$ cat src/rtl/dmem_bus_ctrl.sv
// Data-memory bus controller: range-checks CPU byte/half/word requests, drives a synchronous data
// RAM and returns extended load data. Define DMEM_MISALIGN_FAULT_EN to fault misaligned accesses.
module dmem_bus_ctrl #(
  parameter logic [31:0] DATA_RAM_BEGIN = 32'h0000_4000,
  parameter logic [31:0] DATA_RAM_END   = 32'h0000_6000,
  parameter int unsigned WORD_WIDTH     = 32,
  parameter int unsigned ADDR_WIDTH     = 11,
  parameter int unsigned READ_LATENCY   = 1
) (
  input  logic                  clk_i,
  input  logic                  rst_i,
  input  logic                  req_valid_i,
  output logic                  req_ready_o,
  input  logic                  req_we_i,
  input  logic [31:0]           req_addr_i,
  input  logic [1:0]            req_size_i,
  input  logic                  req_unsigned_i,
  input  logic [WORD_WIDTH-1:0] req_wdata_i,
  output logic                  rsp_valid_o,
  output logic [WORD_WIDTH-1:0] rsp_rdata_o,
  output logic                  rsp_fault_o,
  output logic [ADDR_WIDTH-1:0] ram_addr_o,
  output logic                  ram_we_o,
  output logic [3:0]            ram_be_o,
  output logic [WORD_WIDTH-1:0] ram_wdata_o,
  input  logic [WORD_WIDTH-1:0] ram_rdata_i
);

  typedef enum logic [1:0] {StIdle, StIssue, StWait, StResp} state_e;

  state_e                  state_q;
  logic                    req_ready_q, rsp_valid_q, rsp_fault_q, ram_we_q;
  logic [WORD_WIDTH-1:0]   rsp_rdata_q, ram_wdata_q;
  logic [ADDR_WIDTH-1:0]   ram_addr_q;
  logic [3:0]              ram_be_q;
  logic [2:0]              cnt_q;
  logic                    we_q, unsigned_q;
  logic [1:0]              size_q, lane_q;

  logic [2:0]              size_bytes;
  logic [32:0]             req_end;
  logic                    req_illegal;
  logic [31:0]             addr_al;
  logic [ADDR_WIDTH-1:0]   ram_addr_d;
  logic [3:0]              ram_be_d;
  logic [WORD_WIDTH-1:0]   ram_wdata_d;

  // Request decode: legality, force-aligned address, lane enables and replicated store data.
  always_comb begin
    unique case (req_size_i)
      2'b00:   size_bytes = 3'd1;
      2'b01:   size_bytes = 3'd2;
      2'b10:   size_bytes = 3'd4;
      default: size_bytes = 3'd0;
    endcase
    req_end     = {1'b0, req_addr_i} + 33'(size_bytes);
    req_illegal = (req_size_i == 2'b11) || (req_addr_i < DATA_RAM_BEGIN) ||
                  (req_addr_i >= DATA_RAM_END) || (req_end > {1'b0, DATA_RAM_END});
`ifdef DMEM_MISALIGN_FAULT_EN
    if (((req_size_i == 2'b01) && req_addr_i[0]) ||
        ((req_size_i == 2'b10) && (req_addr_i[1:0] != 2'b00))) begin
      req_illegal = 1'b1;
    end
`endif
    addr_al = req_addr_i;
    if (req_size_i == 2'b01) addr_al[0] = 1'b0;
    if (req_size_i == 2'b10) addr_al[1:0] = 2'b00;
    ram_addr_d = ADDR_WIDTH'((addr_al - DATA_RAM_BEGIN) >> 2);

    unique case (req_size_i)
      2'b00: begin
        ram_be_d    = 4'b0001 << addr_al[1:0];
        ram_wdata_d = {4{req_wdata_i[7:0]}};
      end
      2'b01: begin
        ram_be_d    = addr_al[1] ? 4'b1100 : 4'b0011;
        ram_wdata_d = {2{req_wdata_i[15:0]}};
      end
      default: begin
        ram_be_d    = 4'b1111;
        ram_wdata_d = req_wdata_i;
      end
    endcase
  end

  logic [7:0]            rd_byte;
  logic [15:0]           rd_half;
  logic [WORD_WIDTH-1:0] load_ext;

  always_comb begin
    rd_byte = 8'(ram_rdata_i >> {lane_q, 3'b000});
    rd_half = lane_q[1] ? ram_rdata_i[31:16] : ram_rdata_i[15:0];
    unique case (size_q)
      2'b00:   load_ext = {{24{~unsigned_q & rd_byte[7]}}, rd_byte};
      2'b01:   load_ext = {{16{~unsigned_q & rd_half[15]}}, rd_half};
      default: load_ext = ram_rdata_i;
    endcase
  end

  always_ff @(posedge clk_i or posedge rst_i) begin
    if (rst_i) begin
      state_q     <= StIdle;
      req_ready_q <= 1'b0;
      rsp_valid_q <= 1'b0;
      rsp_fault_q <= 1'b0;
      rsp_rdata_q <= '0;
      ram_we_q    <= 1'b0;
      ram_be_q    <= '0;
      ram_addr_q  <= '0;
      ram_wdata_q <= '0;
      cnt_q       <= '0;
      we_q        <= 1'b0;
      unsigned_q  <= 1'b0;
      size_q      <= '0;
      lane_q      <= '0;
    end else begin
      unique case (state_q)
        StIdle: begin
          req_ready_q <= 1'b1;
          if (req_valid_i && req_ready_q) begin
            req_ready_q <= 1'b0;
            if (req_illegal) begin
              state_q     <= StResp;
              rsp_valid_q <= 1'b1;
              rsp_fault_q <= 1'b1;
            end else begin
              state_q     <= StIssue;
              ram_addr_q  <= ram_addr_d;
              ram_be_q    <= ram_be_d;
              ram_we_q    <= req_we_i;
              ram_wdata_q <= req_we_i ? ram_wdata_d : '0;
              we_q        <= req_we_i;
              unsigned_q  <= req_unsigned_i;
              size_q      <= req_size_i;
              lane_q      <= addr_al[1:0];
            end
          end
        end
        StIssue: begin
          ram_we_q <= 1'b0;
          if (we_q) begin
            state_q     <= StResp;
            rsp_valid_q <= 1'b1;
          end else begin
            state_q <= StWait;
            cnt_q   <= 3'(READ_LATENCY);
          end
        end
        StWait: begin
          cnt_q <= cnt_q - 3'd1;
          // The counter reaches zero on this edge: RAM data is valid now.
          if (cnt_q == 3'd1) begin
            state_q     <= StResp;
            rsp_valid_q <= 1'b1;
            rsp_rdata_q <= load_ext;
          end
        end
        StResp: begin
          state_q     <= StIdle;
          req_ready_q <= 1'b1;
          rsp_valid_q <= 1'b0;
          rsp_fault_q <= 1'b0;
          rsp_rdata_q <= '0;
        end
        default: state_q <= StIdle;
      endcase
    end
  end

  assign req_ready_o = req_ready_q;
  assign rsp_valid_o = rsp_valid_q;
  assign rsp_fault_o = rsp_fault_q;
  assign rsp_rdata_o = rsp_rdata_q;
  assign ram_we_o    = ram_we_q;
  assign ram_be_o    = ram_be_q;
  assign ram_addr_o  = ram_addr_q;
  assign ram_wdata_o = ram_wdata_q;

endmodule

$ cat config.mk
export PLATFORM = sky130hd
export DESIGN_NAME = dmem_bus_ctrl
export DESIGN_NICKNAME = d
export VERILOG_FILES = /design/src/rtl/dmem_bus_ctrl.sv
export SDC_FILE = /design/constraint.sdc
export NUM_CORES = 1
export LEC_CHECK = 0
export CAP_MARGIN = 20
export CORE_ASPECT_RATIO = 1.2
export CORE_MARGIN = 2
export CORE_UTILIZATION = 50
export CTS_CLUSTER_DIAMETER = 50
export DETAILED_ROUTE_END_ITERATION = 16
export PLACE_DENSITY = 0.87
export SLEW_MARGIN = 20
export SYNTH_ARGS = -nofsm -noshare
export SYNTH_HDL_FRONTEND = slang
export SYNTH_SLANG_ARGS = --single-unit
$ cat constraint.sdc
create_clock -name clk_i -period 9.3 [get_ports clk_i]
set_input_delay 1.86 -clock clk_i [delete_from_list [all_inputs] [get_ports clk_i]]
set_output_delay 1.86 -clock clk_i [all_outputs]
set_load 0.02 [all_outputs]
==> impl_metrics.py <==
metrics = {
    "outcome": {
        "status": "completed",
    },
    "synthesis": {
        "avgSynthCellArea_um2": 9.559,
        "syn_area_um2": 5515,
        "synth_common_cells": "nand2_1 (132), dfrtp_1 (94), o21ai_0 (38)",
        "ys_seq_elements": 94,
        "synthCells": 577,
        "seq_area_frac_synth_pct": 42.65,
        "synth_top_area_share_pct": 42.65,
        "synth-main-ff-cell": "dfrtp_1",
        "yosys-top-cells-area": "dfrtp_1 (43%), mux2_4 (9.0%), nand2_1 (9.0%), mux2i_1 (6.7%), o21ai_0 (3.4%)",
        "yosys_warnings": 0,
        "async_flop_share_pct": 100.0,
        "synth_mux_area_share_pct": 17.13,
        "synth_compound_area_share_pct": 13.02,
        "synthSimpleGateAreaFrac_pct": 17.54,
        "synth_top_family_by_area": "simple AND/OR/NAND/NOR gates",
        "synth_cell_types": 56,
        "synth.most_common_cell": "nand2_1",
        "synth_edf_count": 0,
        "synthAdderAreaFrac_pct": 2.632,
        "synth_xor_area_share_pct": 0.9528,
        "yosysTopAreaCell": "dfrtp_1",
        "syn_nets": 691,
    },
    "drt": {
        "ant_nets": 0,
        "wl_um": 15800,
        "num_vias": 5007,
        "post-route-drc-count": 0,
        "first_iter_violations": 279,
        "wire_per_inst_um": 17.93,
        "drt-pass1-iter-count": 5,
        "vias_per_cell": 5.683,
    },
    "finish": {
        "fillCellCount": 837,
        "final_cell_count_no_fill": 881,
        "stdcell_area_um2": 7659,
        "synthToLayoutAreaGrowth_pct": 38.86,
        "drive_above_1_share_pct": 8.278,
        "nNetsFinal": 858,
        "antennaDiodeCount": 0,
    },
    "critical_path": {
        "start_kind": "input pin",
        "slowest_delay_ns": 0.93,
        "crit_top_cell": "a21oi_1",
        "rr_startpoint": "lane_q[1]",
        "worst-setup-path-type": "in2reg",
        "critPathRequiredTime_ns": 9.53,
        "arrival_ns": 6.36,
        "crit_family": "buffers and inverters",
        "crit_path_max_fanout": 54,
        "slowest_stage": "clkdlybuf4s50_1",
        "cp_num_buf_inv": 3,
        "worstSetupEndpointType": "register",
        "crit_start": "req_size_i[0]",
        "path_cells": "clkdlybuf4s50_1 -> or2_2 -> clkinv_1 -> ha_1 -> fa_1 -> a21oi_1 -> nor3b_1 -> nor4_1 -> a21oi_1 -> o41ai_4 -> nand4_4 -> buf_4 -> mux2_1",
    },
    "die": {
        "start_util_pct": 50.70,
        "row_count": 42,
        "die_w_um": 99.88,
        "fp.dieH_um": 119.1,
        "core_um2": 10880,
        "die_area_um2": 11890,
        "io_pins": 186,
    },
    "sta": {
        "worstMarginPinSlew_ns": 0.9948,
        "fin_crit_ns": 6.135,
        "clock_skew_ns": 0.005612,
        "fin_setup_tns_ns": 0,
        "setup-violations-final": 0,
        "slew_viol_final": 0,
        "rsz0062_at_grt": "false",
        "fin_crit_sh_pct": 65.97,
        "finalHoldViolations": 0,
        "max_slew_margin_pct": 33.47,
        "clock.fmax_mhz": 163.0,
    },
    "global_routing": {
        "grt_pass1_wl_um": 25030,
        "overflow": 0,
        "grt_pass1_vias": 5131,
        "grt_max_degree": 68,
        "antenna_found_initial": 0,
        "grt_util_all_layers_pct": 26.95,
    },
    "placed_design": {
        "dp.cells": 865,
        "portBuffers": 185,
        "gp_congestion": 0.9018,
        "postPlaceCellArea_um2": 7378,
        "hpwl_um": 12100,
    },
    "power_and_ir_drop": {
        "swShare_pct": 36.33,
        "powerDensity_nw_per_um2": 196.3,
        "pwr-share-seq_pct": 35.8,
        "peakVddDrop_v": 0.0001175,
        "comb_power_share_pct": 41.1,
        "switchingPower_uw": 546.3,
        "p_int_uw": 957.4,
        "power_leakage_nw": 3.674,
        "clkPwrFrac_pct": 23.2,
    },
    "cts": {
        "cts_tree": "done",
        "cts_hold_buf": 0,
        "clock-root-buffer": "clkbuf_16",
        "clock_sinks": 94,
        "clock_latency_ns": 0.34,
        "post-cts-setup-buffers": 0,
        "htree_levels": 3,
        "ctsResizeCount": 0,
        "clk_pin_slew_worst_paths_ns": 0.07,
        "clockBufferDepth": 2,
        "cts_inserted_buffers": 9,
    },
    "job": {
        "maxCapViolations": 0,
    },
    "hold_path": {
        "hold_path.class": "reg2reg",
        "hp-start": "rsp_rdata_o[18]",
    },
}
[registers in the layout, indices dropped and copies added, names as in the netlist]
signal       count
ram_be_o         4
rsp_valid_o      1
state_q          2
ram_addr_o      11
cnt_q            3
rsp_fault_o      1
ram_we_o         1
lane_q           2
size_q           2
unsigned_q       1
rsp_rdata_o     32
we_q             1
req_ready_o      1
ram_wdata_o     32
[area by class of cell]
class                      instances  area, um2  area share [%]
multi-input combinational        416       2849           37.20
sequential                        94       2352           30.71
timing repair buffer             189       1882           24.57
clock buffer                      14      264.0           3.447
tap                              132      165.2           2.157
inverter                          34      130.1           1.699
clock inverter                     2      16.27          0.2124
[power by group through the flow]
stage               registers, mW  logic, mW  clock network (mW)
finish                      0.538      0.617               0.349
global route                0.547      0.676               0.371
CTS                         0.537      0.623               0.354
detailed placement          0.545      0.620                   0
global placement            0.541      0.594                   0
floorplan                   0.616      0.273                   0
[worst register-to-register path: stages (launching register included)]
cell and delay, ns:
dfrtp_1 0.95, mux4_2 0.62, a21oi_1 0.52, a21oi_1 0.17, and2_1 0.33, o21ai_0 0.15
nand2_1 0.07
[stage by stage]
stage | setup WS [ns] | power (mW) | utilization [%] | hold slack [ns]
6_report | 3.165 | 1.504 | 70.40 | 0.4670
2_1_floorplan | 4.003 | 0.8892 | - | 0.4498
3_5_place_dp | 2.870 | 1.165 | 67.83 | 0.4548
4_1_cts | 3.211 | 1.515 | 70.40 | 0.4689
5_1_grt | 2.727 | 1.594 | 70.40 | 0.4957
3_3_place_gp | 2.973 | 1.135 | 67.83 | 0.4513
[per-layer routing]
metal | part of all wire [%] | GRT usage [%] | up-vias
met3 | 9.0 | 7.218 | 51
met2 | 50 | 46.58 | 283
met4 | 4.1 | 12.41 | 0
met5 | 0 | 0 | -
met1 | 37 | 30.83 | 2355
li1 | - | - | 2318
[layout by cell type (no fill, tap or decap), drive strengths merged, types with 3 or more instances in the layout]
| cell | count |
|---|---|
| a21boi | 9 |
| a21oi | 9 |
| a221o | 7 |
| a31oi | 8 |
| buf | 4 |
| clkbuf | 14 |
| clkdlybuf4s50 | 185 |
| dfrtp | 94 |
| ha | 10 |
| inv | 33 |
| mux2 | 38 |
| mux2i | 37 |
| nand2 | 132 |
| nand2b | 3 |
| nand4 | 6 |
| nor2 | 26 |
| nor2b | 14 |
| nor3 | 14 |
| nor4 | 6 |
| o21ai | 49 |
| o21bai | 4 |
| o41ai | 9 |
| xnor2 | 4 |
[kinds of logic after synthesis]
| group | after synthesis |
|---|---|
| xor gates and xnor gates | 6 |
| DFF | 94 |
| muxes | 76 |
| and+or+nand+nor | 216 |
| adders and majority gates | 11 |
| AOI/OAI and AO/OA | 107 |
| buffers and inverters | 67 |
[path summary, 6_finish.rpt]
kind / cells after the start / end / slack, ns
hold / removal: 2 / rsp_rdata_o[18] / 0.47
setup / recovery: 13 / ram_addr_o[0] / 3.17
hold reg to reg: 2 / rsp_rdata_o[18] / 0.47
max in group asynchronous: 3 / rsp_rdata_o[14] / 6.30
setup reg to reg: 6 / rsp_rdata_o[29] / 6.37
min in group asynchronous: 2 / ram_addr_o[7] / 1.85
No activity file was read; power rests on OpenSTA's default activity.
